## config.mk

```make
export PLATFORM = sky130hd
export DESIGN_NAME = mmp_iddmm_ctrl_gen
export DESIGN_NICKNAME = d
export VERILOG_FILES = /design/src/rtl/mmp_iddmm_ctrl_gen.sv
export SDC_FILE = /design/constraint.sdc
export NUM_CORES = 1
export LEC_CHECK = 0
export BUFFER_PORTS_ARGS = -buffer_cell sky130_fd_sc_hd__buf_2
export CAP_MARGIN = 20
export CORE_MARGIN = 1.5
export CORE_UTILIZATION = 45
export CTS_BUF_LIST = sky130_fd_sc_hd__clkbuf_2 sky130_fd_sc_hd__clkbuf_4 sky130_fd_sc_hd__clkbuf_8
export DETAILED_ROUTE_END_ITERATION = 12
export GPL_TIMING_DRIVEN = 0
export HOLD_SLACK_MARGIN = 0.08
export PLACE_DENSITY_LB_ADDON = 0.12
export REMOVE_ABC_BUFFERS = 1
export SLEW_MARGIN = 20
export SYNTH_ARGS = -nofsm -noshare
export SYNTH_HDL_FRONTEND = slang
export SYNTH_SLANG_ARGS = --single-unit
```

## constraint.sdc

```tcl
create_clock -name clk -period 7.7 [get_ports clk]
set_clock_uncertainty 0.05 [all_clocks]
set_input_delay 1.925 -clock clk [delete_from_list [all_inputs] [get_ports clk]]
set_output_delay 1.925 -clock clk [all_outputs]
set_load 0.03 [all_outputs]
```

## src/rtl/mmp_iddmm_ctrl_gen.sv

```systemverilog
// mmp_iddmm_ctrl_gen
// Loop sequencer for the interleaved Montgomery multiply PE array. It walks
// the i (row) and j (word) loops for a runtime operand length, drives the PE
// strobes and A-memory write-back, lets the PE pipeline drain, and then runs a
// request/acknowledge handshake with the final-subtract unit.
//
// Ports
//   clk, rst          clock, asynchronous active-high reset
//   task_req/task_len start request and word count (sampled in IDLE only)
//   abort             synchronous abort back to IDLE
//   task_busy         high whenever the sequencer is not idle
//   task_done         one-cycle pulse when the final subtract completes
//   ctl_*             registered PE control strobes
//   carry             final PE carry, captured into ref_an before the subtract
//   comp_req/comp_end final-subtract handshake
//   ref_addr_*        operand read addresses (copies of i and j)
//   ref_wr_n          registered (j == n)
//   ref_wr_a_*        A-memory write-back address and enable
module mmp_iddmm_ctrl_gen #(
  parameter int NW        = 32,
  parameter int AW        = 5,
  parameter int PIPE_LAT  = 4,
  parameter int HALF_RATE = 0
) (
  input  logic          clk,
  input  logic          rst,
  input  logic          task_req,
  input  logic [AW:0]   task_len,
  input  logic          abort,
  output logic          task_busy,
  output logic          task_done,
  output logic          ctl_carry_clr,
  output logic          ctl_carry_ena,
  output logic          ctl_carry_sel,
  output logic          ctl_c_pre_clr,
  output logic          ctl_c_pre_ena,
  output logic          ctl_q_ena,
  input  logic          carry,
  output logic          comp_req,
  input  logic          comp_end,
  output logic          ref_an,
  output logic [AW:0]   ref_addr_rdx,
  output logic [AW-1:0] ref_addr_rdy,
  output logic [AW-1:0] ref_addr_rdm,
  output logic [AW-1:0] ref_addr_rda,
  output logic          ref_wr_n,
  output logic [AW-1:0] ref_wr_a_addr,
  output logic          ref_wr_a_ena
);

  typedef enum logic [2:0] {
    S_IDLE,
    S_J00S,
    S_J00C,
    S_LOOP,
    S_DRAIN,
    S_FSUB
  } state_t;

  localparam logic [AW:0] N_MAX = (AW+1)'(NW);

  state_t        r_state;
  state_t        w_stateNext;
  logic [AW:0]   r_n;
  logic [AW:0]   r_j;
  logic [AW:0]   w_jNext;
  logic [AW-1:0] r_i;
  logic [AW-1:0] w_iNext;
  logic          r_j00;
  logic          w_j00Next;
  logic          r_phase;
  logic          w_phaseNext;
  logic [AW:0]   w_lenClamped;
  logic [AW:0]   w_nMinus1;
  logic          w_loopNext;
  logic          w_dlAny;

  logic [PIPE_LAT-1:0] r_dlValid;
  logic [PIPE_LAT-1:0] r_dlPhase;
  logic [AW:0]         r_dlJ [PIPE_LAT];

  logic          r_carryClr;
  logic          r_carryEna;
  logic          r_carrySel;
  logic          r_cPreClr;
  logic          r_cPreEna;
  logic          r_wrN;
  logic          r_wrEna;
  logic [AW-1:0] r_wrAddr;
  logic          r_compReq;
  logic          r_an;
  logic          r_done;

  // A zero or oversized length means "full width operand".
  assign w_lenClamped = ((task_len == '0) || (task_len > N_MAX)) ? N_MAX : task_len;
  assign w_nMinus1    = r_n - 1'b1;
  assign w_dlAny      = |r_dlValid;
  assign w_loopNext   = (w_stateNext == S_LOOP);

  // In half-rate mode the phase bit restarts at 0 at the start of every row,
  // so each j value is presented for a phase-0 and a phase-1 cycle.
  if (HALF_RATE != 0) begin : g_halfRate
    assign w_phaseNext = !(abort || (r_state == S_IDLE) || r_j00) && !r_phase;
  end else begin : g_fullRate
    assign w_phaseNext = !abort;
  end

  // Next-cycle state and loop counters. The control strobes are decoded from
  // these values so that they line up with the registered i/j/j00 copies.
  always_comb begin
    w_stateNext = r_state;
    w_iNext     = r_i;
    w_jNext     = r_j;
    w_j00Next   = r_j00;
    case (r_state)
      S_IDLE: begin
        if (task_req) w_stateNext = S_J00S;
      end
      S_J00S: begin
        w_j00Next   = 1'b1;
        w_stateNext = S_J00C;
      end
      S_J00C: begin
        w_j00Next   = 1'b0;
        w_stateNext = S_LOOP;
      end
      S_LOOP: begin
        if (r_phase) begin
          if (r_j < r_n) begin
            w_jNext = r_j + 1'b1;
          end else if ({1'b0, r_i} < w_nMinus1) begin
            w_jNext     = '0;
            w_iNext     = r_i + 1'b1;
            w_j00Next   = 1'b1;
            w_stateNext = S_J00C;
          end else begin
            w_jNext     = '0;
            w_iNext     = '0;
            w_stateNext = S_DRAIN;
          end
        end
      end
      S_DRAIN: begin
        if (!w_dlAny) w_stateNext = S_FSUB;
      end
      S_FSUB: begin
        if (comp_end) w_stateNext = S_IDLE;
      end
      default: w_stateNext = S_IDLE;
    endcase
    if (abort) begin
      w_stateNext = S_IDLE;
      w_iNext     = '0;
      w_jNext     = '0;
      w_j00Next   = 1'b0;
    end
  end

  // Sequencer registers, PE delay line and all registered outputs. The delay
  // line mirrors the PE latency so write-back follows the data it belongs to;
  // abort flushes it so no stale write reaches the A memory.
  always_ff @(posedge clk or posedge rst) begin
    if (rst) begin
      r_state    <= S_IDLE;
      r_n        <= '0;
      r_i        <= '0;
      r_j        <= '0;
      r_j00      <= 1'b0;
      r_phase    <= 1'b0;
      r_dlValid  <= '0;
      r_dlPhase  <= '0;
      for (int s = 0; s < PIPE_LAT; s++) r_dlJ[s] <= '0;
      r_carryClr <= 1'b0;
      r_carryEna <= 1'b0;
      r_carrySel <= 1'b0;
      r_cPreClr  <= 1'b0;
      r_cPreEna  <= 1'b0;
      r_wrN      <= 1'b0;
      r_wrEna    <= 1'b0;
      r_wrAddr   <= '0;
      r_compReq  <= 1'b0;
      r_an       <= 1'b0;
      r_done     <= 1'b0;
    end else begin
      r_state <= w_stateNext;
      r_i     <= w_iNext;
      r_j     <= w_jNext;
      r_j00   <= w_j00Next;
      r_phase <= w_phaseNext;

      if ((r_state == S_IDLE) && task_req && !abort) r_n <= w_lenClamped;

      r_dlValid[0] <= !abort && (r_state == S_LOOP);
      r_dlPhase[0] <= r_phase;
      r_dlJ[0]     <= r_j;
      for (int s = 1; s < PIPE_LAT; s++) begin
        r_dlValid[s] <= !abort && r_dlValid[s-1];
        r_dlPhase[s] <= r_dlPhase[s-1];
        r_dlJ[s]     <= r_dlJ[s-1];
      end

      r_carryClr <= w_loopNext && (w_jNext == '0) && (w_iNext == '0);
      r_carryEna <= w_loopNext && (w_jNext == r_n) && w_phaseNext;
      r_carrySel <= w_loopNext && (w_jNext == r_n);
      r_wrN      <= w_loopNext && (w_jNext == r_n);
      r_cPreClr  <= (w_jNext == '0) && w_j00Next;
      r_cPreEna  <= w_phaseNext;

      // j == 0 is the carry-in slot of a row and produces no result word.
      r_wrEna  <= !abort && r_dlValid[PIPE_LAT-1] && (r_dlJ[PIPE_LAT-1] != '0)
                  && r_dlPhase[PIPE_LAT-1];
      r_wrAddr <= r_dlJ[PIPE_LAT-1][AW-1:0] - 1'b1;

      if (abort) begin
        r_compReq <= 1'b0;
      end else if ((r_state == S_DRAIN) && !w_dlAny) begin
        r_an      <= carry;
        r_compReq <= 1'b1;
      end else if ((r_state == S_FSUB) && comp_end) begin
        r_compReq <= 1'b0;
      end
      r_done <= !abort && (r_state == S_FSUB) && comp_end;
    end
  end

  assign task_busy     = (r_state != S_IDLE);
  assign task_done     = r_done;
  assign ctl_carry_clr = r_carryClr;
  assign ctl_carry_ena = r_carryEna;
  assign ctl_carry_sel = r_carrySel;
  assign ctl_c_pre_clr = r_cPreClr;
  assign ctl_c_pre_ena = r_cPreEna;
  assign ctl_q_ena     = r_cPreClr;
  assign comp_req      = r_compReq;
  assign ref_an        = r_an;
  assign ref_addr_rdx  = r_j;
  assign ref_addr_rdy  = r_i;
  assign ref_addr_rdm  = r_j[AW-1:0];
  assign ref_addr_rda  = r_j[AW-1:0];
  assign ref_wr_n      = r_wrN;
  assign ref_wr_a_addr = r_wrAddr;
  assign ref_wr_a_ena  = r_wrEna;

endmodule

```

== Word-level counts from Yosys, hierarchy flattened ==
Cells that the tools add are included.

* Flip-flop bits (word level): 67
* Input bits: 12
* Logic and storage cells: 92
* ROM bits: 0
* Bits in writable memories: 0
* Bits in latches: 0
* Memories: 0

* Add/subtract/negate cells: 4
* Equality and inequality tests: 7
* Shift-type cells: 0
* Multiplexer cells: 26
* Reduce and logical (&&, ||, !) cells: 30
* Bitwise gates (word level): 1
* $lt $le $gt $ge: 3
* Multiply operators: 0
* Divide/modulo/power cells: 0

{| class="wikitable"
|+ Operators with widths
! operator !! count
|-
| 2-to-1 mux 6 bit || 5
|-
| 2-to-1 mux 5 bit || 5
|-
| 2-to-1 mux 3 bit || 7
|-
| logical AND 1 bit || 18
|-
| one-hot mux 3 bit (6 select lines) || 1
|-
| zero test 6 bit || 2
|-
| == test 3 x 2 -> 1 bit, second input constant || 3
|-
| 2-to-1 mux 1 bit || 7
|-
| adder 6 x 1 -> 6 bit, second input constant || 1
|-
| == test 3 bit, second input constant || 2
|-
| == test 6 bit || 1
|-
| greater-than comparator 6 bit, second input constant || 1
|-
| < comparator 5 x 6 -> 1 bit || 1
|-
| < comparator 6 bit || 1
|-
| nonzero test 3 bit || 2
|-
| nonzero test 6 bit || 1
|-
| subtractor 6 x 1 -> 6 bit, second input constant || 1
|-
| adder 5 x 1 -> 5 bit, second input constant || 1
|-
| zero test 5 bit || 1
|-
| subtractor 5 x 1 -> 5 bit, second input constant || 1
|-
| OR reduction 4 bit || 1
|-
| == test 3 x 1 -> 1 bit, second input constant || 1
|-
| zero test 3 bit || 1
|-
| one-hot mux 1 bit (3 select lines) || 1
|-
| other kinds (4) || 5
|}

== Longest topological paths before layout ==
Gate-level depths: netlist of the first run.

* Depth in word-level cells: 10
* Mapped depth: 11
* Mapped depth without buffers: 10

== Least setup slack after synthesis of the first run ==
Ideal clock, no wire load.

* Path type: input-to-reg
* Start: input port abort
* End: register r_carryEna, in the netlist ctl_carry_ena
* Data arrival time: 2,975 ps
* Slack: 4,608 ps
* Path buffers: 1
* Stages on the path: 6
* Library setup time: 67 ps
* Required time: 7,583 ps
* Cell sequence: clkbuf_1 nor2_1 nand2_1 a311oi_1 mux2_2 o2111a_1

* Cells in the longest elaborated chain, start to end: 4

{| class="wikitable"
|+ RTL lines
! element !! line !! text
|-
| start: declaration || 29 || <nowiki>input logic abort,</nowiki>
|-
| 2-to-1 mux 6 bit / 2-to-1 mux 3 bit (equally long branches) || 151 || <nowiki>if (abort) begin</nowiki>
|-
| == test 6 bit / == test 3 x 2 -> 1 bit (equally long branches) || 203, 98 ||
|-
| logical AND 1 bit || 203 || <nowiki>r_carryEna <= w_loopNext && (w_jNext == r_n) && w_phaseNext;</nowiki>
|-
| logical AND 1 bit (*) || 203 ||
|-
| end signal: assignment || 203 ||
|-
| end: declaration || 83 || <nowiki>logic r_carryEna;</nowiki>
|}

Every way passes the cells marked *; elsewhere a longest branch is shown, timed or not.
A chain may end at the register's enable or synchronous reset.

== Worst setup path after layout of the first run ==
* Start: register r_state[0]
* End: output port task_busy

* Cells in the longest elaborated chain, start to end: 1

{| class="wikitable"
|+ RTL lines
! element !! line !! text
|-
| start: declaration || 62 || <nowiki>state_t r_state;</nowiki>
|-
| start signal: assignment || 185 || <nowiki>r_state <= w_stateNext;</nowiki>
|-
| nonzero test 3 bit || 226 || <nowiki>assign task_busy = (r_state != S_IDLE);</nowiki>
|-
| end: declaration || 30 || <nowiki>output logic task_busy,</nowiki>
|}

No other way between the ends.

==> impl_metrics.tcl, run 1 <==
set metrics [dict create \
    power_uw 781 \
    ff2ff_setup_slack_ps 4820 \
    ff2ff_path_depth 6 \
    outcome "completed" \
    grt_pass1_wl_mm 10.0 \
    antenna_left 0 \
    fin_setup_tns_ps 0 \
    htreeDepth 3 \
    n_antenna_cell 0 \
    synth_flop_cell "dfrtp_1" \
    min_period_ps 3440 \
    grt_pass1_vias 2112 \
    worst_pin_slew_ps 870 \
    hold_buffers 0 \
    wl_met3_um 191 \
    ys_seq_area_share_pct 54.0 \
    top_layer "met4" \
    crit_required_ps 5730 \
    die_area_um2 7410 \
    cts.sinks 67 \
    first_pass_iters 4 \
    grt_max_degree 50 \
    io_pins 50 \
    p_per_area_nw_per_um2 221 \
    clock_path_buffers 2 \
    ir_worst_vdd_uv 93.4 \
    critical_path_class "flop to output port" \
    finalCritPeriodShare_pct 44.7 \
    port_buffers 49 \
    critPathArrivalTime_ps 1470 \
    grt-ovfl-total 0 \
    row_count 30 \
    syn_area_per_cell_um2 11.1 \
    cts_tree "built" \
    synth_edf_count 0 \
    slew_headroom_pct 41.6 \
    clkSlewWorstSetupHoldPaths_ps 70 \
    syn_inst 279 \
    cts_buffers 9 \
    cp-startpoint "r_state[0]$_DFF_PP0_" \
    ys_ff_latch 67 \
    areaGrowthSynthToFinish_pct 13.5 \
    die_h_um 86.1 \
    core-area_um2 6720 \
    crit_fanout 14 \
    syn_area_um2 3110 \
    cts-root-buf "clkbuf_8" \
    start_util_pct 46.2 \
    dp_hpwl_mm 4.00 \
    power.leakage_uw 0.00174 \
    synth_cell_types 53 \
    async_flop_share_pct 100 \
    gp_congestion 0.829 \
    drive_gt1_share_pct 22.7 \
    clk_latency_ps 340 \
    clock.fmax_mhz 291 \
    antenna_found_initial 0 \
    drv_cap 0 \
    grt_setup_unrepaired "no" \
    hold_path_class "flop to flop" \
    end_kind "output port" \
    yosys_warnings 0 \
    finalMaxSlewViolations 0 \
    cts_resized 0 \
    cp-start-kind "flop" \
    grtUsageTotal_pct 17.7 \
    vias 2139 \
    wl_met1_mm 2.82 \
    layout_commonest_cell "dfrtp_1" \
    drt_first_iter_violations 156 \
    timing.rr.end "ref_addr_rdy[4]$_DFF_PP0_" \
    route.detailed.drc 0 \
    wirelength_mm 5.85 \
    post_cts_buffers 0 \
    die_w_um 86.1 \
    finalHoldViolCount 0 \
    final_cell_mix "67 x dfrtp_1, 49 x buf_2, 16 x nand2_1" \
    r2r-start "ref_addr_rdx[3]$_DFF_PP0_" \
    viasPerCell 5.32 \
    setup_viol 0 \
    cp-endpoint "task_busy" \
    fin_nets 343 \
    wl_met2_mm 2.75 \
    wl_per_cell_um 14.6 \
]
per-layer routing:
metal	global-route usage (%)	up-vias
met5	0	-
met4	8.21	0
met3	3.46	7
met2	27.6	46
met1	23.8	1026
li1	-	1060
cells in the mapped netlist, drive strengths merged, types with 2 or more instances:
| cell | number | share of area (%) |
|---|---|---|
| dfrtp | 67 | 54 |
| buf | 17 | 3.9 |
| nand2 | 16 | 1.9 |
| inv | 15 | 1.8 |
| a21oi | 14 | 2.3 |
| ha | 14 | 5.6 |
| nor2 | 14 | 1.7 |
| o21ai | 10 | 1.6 |
| xnor2 | 10 | 2.8 |
| nand2b | 8 | 1.6 |
| nor2b | 8 | 1.6 |
| clkbuf | 6 | 0.72 |
| nand3 | 6 | 0.97 |
| a211oi | 5 | 1.4 |
| a31oi | 5 | 1.0 |
| nor3 | 5 | 1.2 |
| a311oi | 4 | 1.1 |
| nand4 | 4 | 0.81 |
| nor3b | 4 | 0.97 |
| xor2 | 4 | 1.1 |
| and3 | 3 | 0.60 |
| mux2 | 3 | 1.1 |
| mux2i | 3 | 0.97 |
| nor4 | 3 | 0.60 |
| or3 | 3 | 0.60 |
| a21o | 2 | 0.48 |
| and4b | 2 | 0.64 |
| o2111a | 2 | 0.72 |
| o21a | 2 | 0.48 |
| o32ai | 2 | 0.56 |
worst max-delay path, stage by stage, from the launching register on:
cell	delay, ps
dfrtp_1	520
or3_1	430
buf_2	190
worst min-delay path by stage:
stage | startpoint | end | slack, ps | depth (start not counted)
6_report | r_dlPhase[1]$_DFF_PP0_ | r_dlPhase[2]$_DFF_PP0_ | 300 | 0
5_1_grt | r_dlPhase[2]$_DFF_PP0_ | r_dlPhase[3]$_DFF_PP0_ | 300 | 0
4_1_cts | r_dlPhase[2]$_DFF_PP0_ | r_dlPhase[3]$_DFF_PP0_ | 300 | 0
3_5_place_dp | r_dlJ[22]$_DFF_PP0_ | r_dlJ[16]$_DFF_PP0_ | 280 | 0
3_3_place_gp | r_dlPhase[2]$_DFF_PP0_ | r_dlPhase[3]$_DFF_PP0_ | 280 | 0
2_1_floorplan | r_dlJ[6]$_DFF_PP0_ | r_dlJ[0]$_DFF_PP0_ | 280 | 0
stage by stage:
| step | area, um^2 | setup slack (ps) | hold slack (ps) | cells | utilization (%) |
|---|---|---|---|---|---|
| after global routing | 3530 | 4160 | 303 | 402 | 52.5 |
| after detailed placement | 3340 | 4330 | 285 | 386 | 49.7 |
| after global placement | 3310 | 3220 | 282 | 385 | 49.3 |
| after CTS | 3530 | 4260 | 301 | 402 | 52.5 |
| final | 3530 | 4260 | 299 | 402 | 52.5 |
| after floorplan | 2960 | 4040 | 281 | 256 | - |
flip-flops by register name, summed over array words and instances, names as in the netlist:
name	count
ref_wr_a_ena	1
ctl_carry_ena	1
ref_an	1
ref_addr_rdx	6
ctl_c_pre_clr	1
r_j00	1
ctl_carry_clr	1
r_state	3
ref_addr_rdy	5
r_n	6
r_dlJ	24
ctl_c_pre_ena	1
comp_req	1
task_done	1
ref_wr_a_addr	5
r_dlValid	4
ref_wr_n	1
r_dlPhase	4
cell families (layout without fill, tap and decap cells):
logic type | count (synthesis) | in the layout | share of synthesized area (%)
compound gates | 56 | 56 | 12.6
xor+xnor | 14 | 14 | 3.95
fa+ha+maj | 14 | 14 | 5.64
buf+inv | 38 | 81 | 6.40
flops | 67 | 67 | 54.0
mux | 6 | 6 | 2.05
simple gates | 84 | 84 | 15.3
power by group:
part / total, uW / switching [uW] / internal [uW] / leakage, uW
Clock: 274 / 139 / 135 / 0.0000880
Combinational: 120 / 75.4 / 44.3 / 0.000760
Sequential: 387 / 19.1 / 368 / 0.000888
Total: 781 / 234 / 547 / 0.00174
area by class of cell:
cell class                 count  area (um^2)
clock buffer                  11          151
clock inverter                 5         36.3
fill                         605         3190
inverter                      15         58.8
multi-input combinational    174         1230
sequential                    67         1680
tap                           80          100
timing repair buffer          50          273
No activity file was read; power rests on OpenSTA's default activity.
==> run 2: changes to the inputs <==
--- a/config.mk
+++ b/config.mk
@@ -5,6 +5,7 @@
 export SDC_FILE = /design/constraint.sdc
 export NUM_CORES = 1
 export LEC_CHECK = 0
+export ABC_AREA = 1
 export BUFFER_PORTS_ARGS = -buffer_cell sky130_fd_sc_hd__buf_2
 export CAP_MARGIN = 20
 export CORE_MARGIN = 1.5
==> constraint.sdc (replaced) <==
create_clock -name clk -period 3.3 [get_ports clk]
set_clock_uncertainty 0.05 [all_clocks]
set_input_delay 0.825 -clock clk [delete_from_list [all_inputs] [get_ports clk]]
set_output_delay 0.825 -clock clk [all_outputs]
set_load 0.03 [all_outputs]
==> impl_metrics.tcl, run 2 <==
set metrics [dict create \
    yosysMostFrequentCell "nand2_1" \
    cp_common_cell "nand2_1" \
    wl_met3_um 175 \
    final_cell_mix "71 x nand2_1, 67 x dfrtp_1, 49 x buf_2" \
    syn_area_um2 3140 \
    cts_resized 0 \
    synthSimpleGateAreaFrac_pct 25.2 \
    vias 2246 \
    switching_share_pct 31.7 \
    path_cells "inv_1 -> ha_1 -> nand3_1 -> xor2_1 -> ha_1 -> and3_1 -> nand2_1 -> nand2_1 -> nand2_1 -> nand2_1 -> nand2_1 -> nand2_1 -> nor2_1 -> nand3_1 -> nor2_1" \
    setup_viol 0 \
    grt_pass1_vias 2090 \
    cp-start-kind "flop" \
    ys_ff_latch 67 \
    outcome "completed" \
    antenna_found_initial 0 \
    start_util_pct 46.4 \
    row_count 30 \
    grtUsageTotal_pct 17.9 \
    synth_cell_types 33 \
    io_pins 50 \
    synth_xor_area_share_pct 2.23 \
    finalHoldViolCount 0 \
    synth_flop_cell "dfrtp_1" \
    n_antenna_cell 0 \
    synth_common_cells "71 x nand2_1, 67 x dfrtp_1, 43 x inv_1" \
    grt-ovfl-total 0 \
    ys_seq_area_share_pct 53.4 \
    htreeDepth 3 \
    fin_setup_tns_ps 0 \
    fin_area_um2 3590 \
    cts.sinks 67 \
    crit_slowest_cell "dfrtp_1" \
    hold_buffers 0 \
    clk_latency_ps 350 \
    wl_met2_mm 2.82 \
    cts-root-buf "clkbuf_8" \
    synth_top_family_by_area "simple AND/OR/NAND/NOR gates" \
    gp_congestion 0.870 \
    intPower_uw 1240 \
    die_w_um 86.5 \
    clkSlewWorstSetupHoldPaths_ps 80 \
    syn_area_per_cell_um2 9.15 \
    max_stage_delay_ps 410 \
    clock_path_buffers 2 \
    power.leakage_uw 0.00199 \
    syn_inst 343 \
    dp_hpwl_mm 4.34 \
    power_uw 1810 \
    crit_required_ps 3520 \
    top_layer "met4" \
    slew_headroom_pct 52.4 \
    p_per_area_nw_per_um2 506 \
    grt_pass1_wl_mm 9.97 \
    worst_pin_slew_ps 711 \
    seqPwrFrac_pct 48.5 \
    synth-adder-area-share_pct 5.58 \
    die_area_um2 7480 \
    p_comb_share_pct 16.6 \
    critPathArrivalTime_ps 2830 \
    finalCritPeriodShare_pct 78.9 \
    grt_setup_unrepaired "no" \
    p_sw_uw 576 \
    clock.fmax_mhz 384 \
    route.detailed.drc 0 \
    post_cts_buffers 0 \
    fin_util_pct 53.1 \
    areaGrowthSynthToFinish_pct 14.4 \
    hold_path_class "flop to flop" \
    drv_cap 0 \
    yosys_warnings 0 \
    largest_reg_flops 24 \
    wl_met1_mm 2.75 \
    end_kind "flop" \
    first_pass_iters 4 \
    regMostFlops "r_dlJ" \
    port_buffers 49 \
    layout_commonest_cell "nand2_1" \
    synth_top_area_cell "dfrtp_1" \
    place_area_um2 3410 \
    cts_tree "built" \
    viasPerCell 4.75 \
    ir_worst_vdd_uv 212 \
    drive_gt1_share_pct 24.2 \
    finalMaxSlewViolations 0 \
    wl_per_cell_um 12.4 \
    fin_nets 414 \
    p_clk_share_pct 34.8 \
    synth_edf_count 0 \
    synth_top_area_share_pct 53.4 \
    critical_path_class "flop to flop" \
    min_period_ps 2600 \
    yosys-mux-area-fraction_pct 0.359 \
    async_flop_share_pct 100 \
    antenna_left 0 \
    core-area_um2 6760 \
    crit_fanout 4 \
    cts_buffers 9 \
    drt_first_iter_violations 44 \
    die_h_um 86.5 \
    wirelength_mm 5.86 \
    grt_max_degree 55 \
    synth_compound_area_share_pct 3.59 \
    ys_top_cells_by_area "dfrtp_1 53%, nand2_1 8.5%, ha_1 5.6%" \
]
==> run 2: cell families after synthesis <==
logic type,after synthesis
buf+inv,66
flops,67
fa+ha+maj,14
xor+xnor,8
mux,1
simple gates,166
compound gates,21
==> run 2: area by class of cell <==
class / count / area, um^2
Fill cell: 628 / 3170
Sequential cell: 67 / 1680
Multi-Input combinational cell: 210 / 1160
Timing Repair Buffer: 50 / 273
Inverter: 50 / 195
Clock buffer: 9 / 124
Tap cell: 80 / 100
Clock inverter: 7 / 60.1
==> run 2: stage by stage <==
step                      hold slack, ps  setup slack, ps  std cells
after global placement               282            -34.8        456
after floorplan                      281              742        327
final                                296              697        473
after detailed placement             285              635        457
after global routing                 303              454        473
after CTS                            298              697        473
==> run 2: path summary, 6_finish.rpt <==
| check | start | cells past startpoint | endpoint | slack [ps] |
|---|---|---|---|---|
| max reg2reg | r_n[1]$_DFFE_PP0P_ | 15 | ctl_carry_ena$_DFF_PP0_ | 700 |
| max in group asynchronous | rst | 3 | ref_addr_rdx[4]$_DFF_PP0_ | 2350 |
| min in group asynchronous | rst | 2 | ref_addr_rdy[1]$_DFF_PP0_ | 350 |
| max | r_n[1]$_DFFE_PP0P_ | 15 | ctl_carry_ena$_DFF_PP0_ | 700 |
| min reg2reg | r_dlJ[12]$_DFF_PP0_ | 0 | r_dlJ[6]$_DFF_PP0_ | 300 |
| min | r_dlJ[12]$_DFF_PP0_ | 0 | r_dlJ[6]$_DFF_PP0_ | 300 |
==> run 2: power by group through the flow <==
| stage | Combinational, uW | Sequential [uW] | Clock [uW] |
|---|---|---|---|
| floorplan | 203 | 915 | 0 |
| global placement | 297 | 897 | 0 |
| finish | 302 | 881 | 632 |
| detailed placement | 307 | 898 | 0 |
| CTS | 309 | 882 | 653 |
| global route | 347 | 886 | 689 |
==> run 2: routing by layer <==
metal / track usage, % / up-vias
met5: 0 / -
met4: 7.92 / 0
met3: 4.57 / 8
met2: 28.1 / 42
met1: 23.5 / 1031
li1: - / 1165
==> run 2: critical path, delay by kind of cell (launching register included) <==
kind,cells,cell delay (ps)
buf+inv,1,140
simple gates,11,1260
fa+ha+maj,2,490
flops,1,410
xor+xnor,1,160
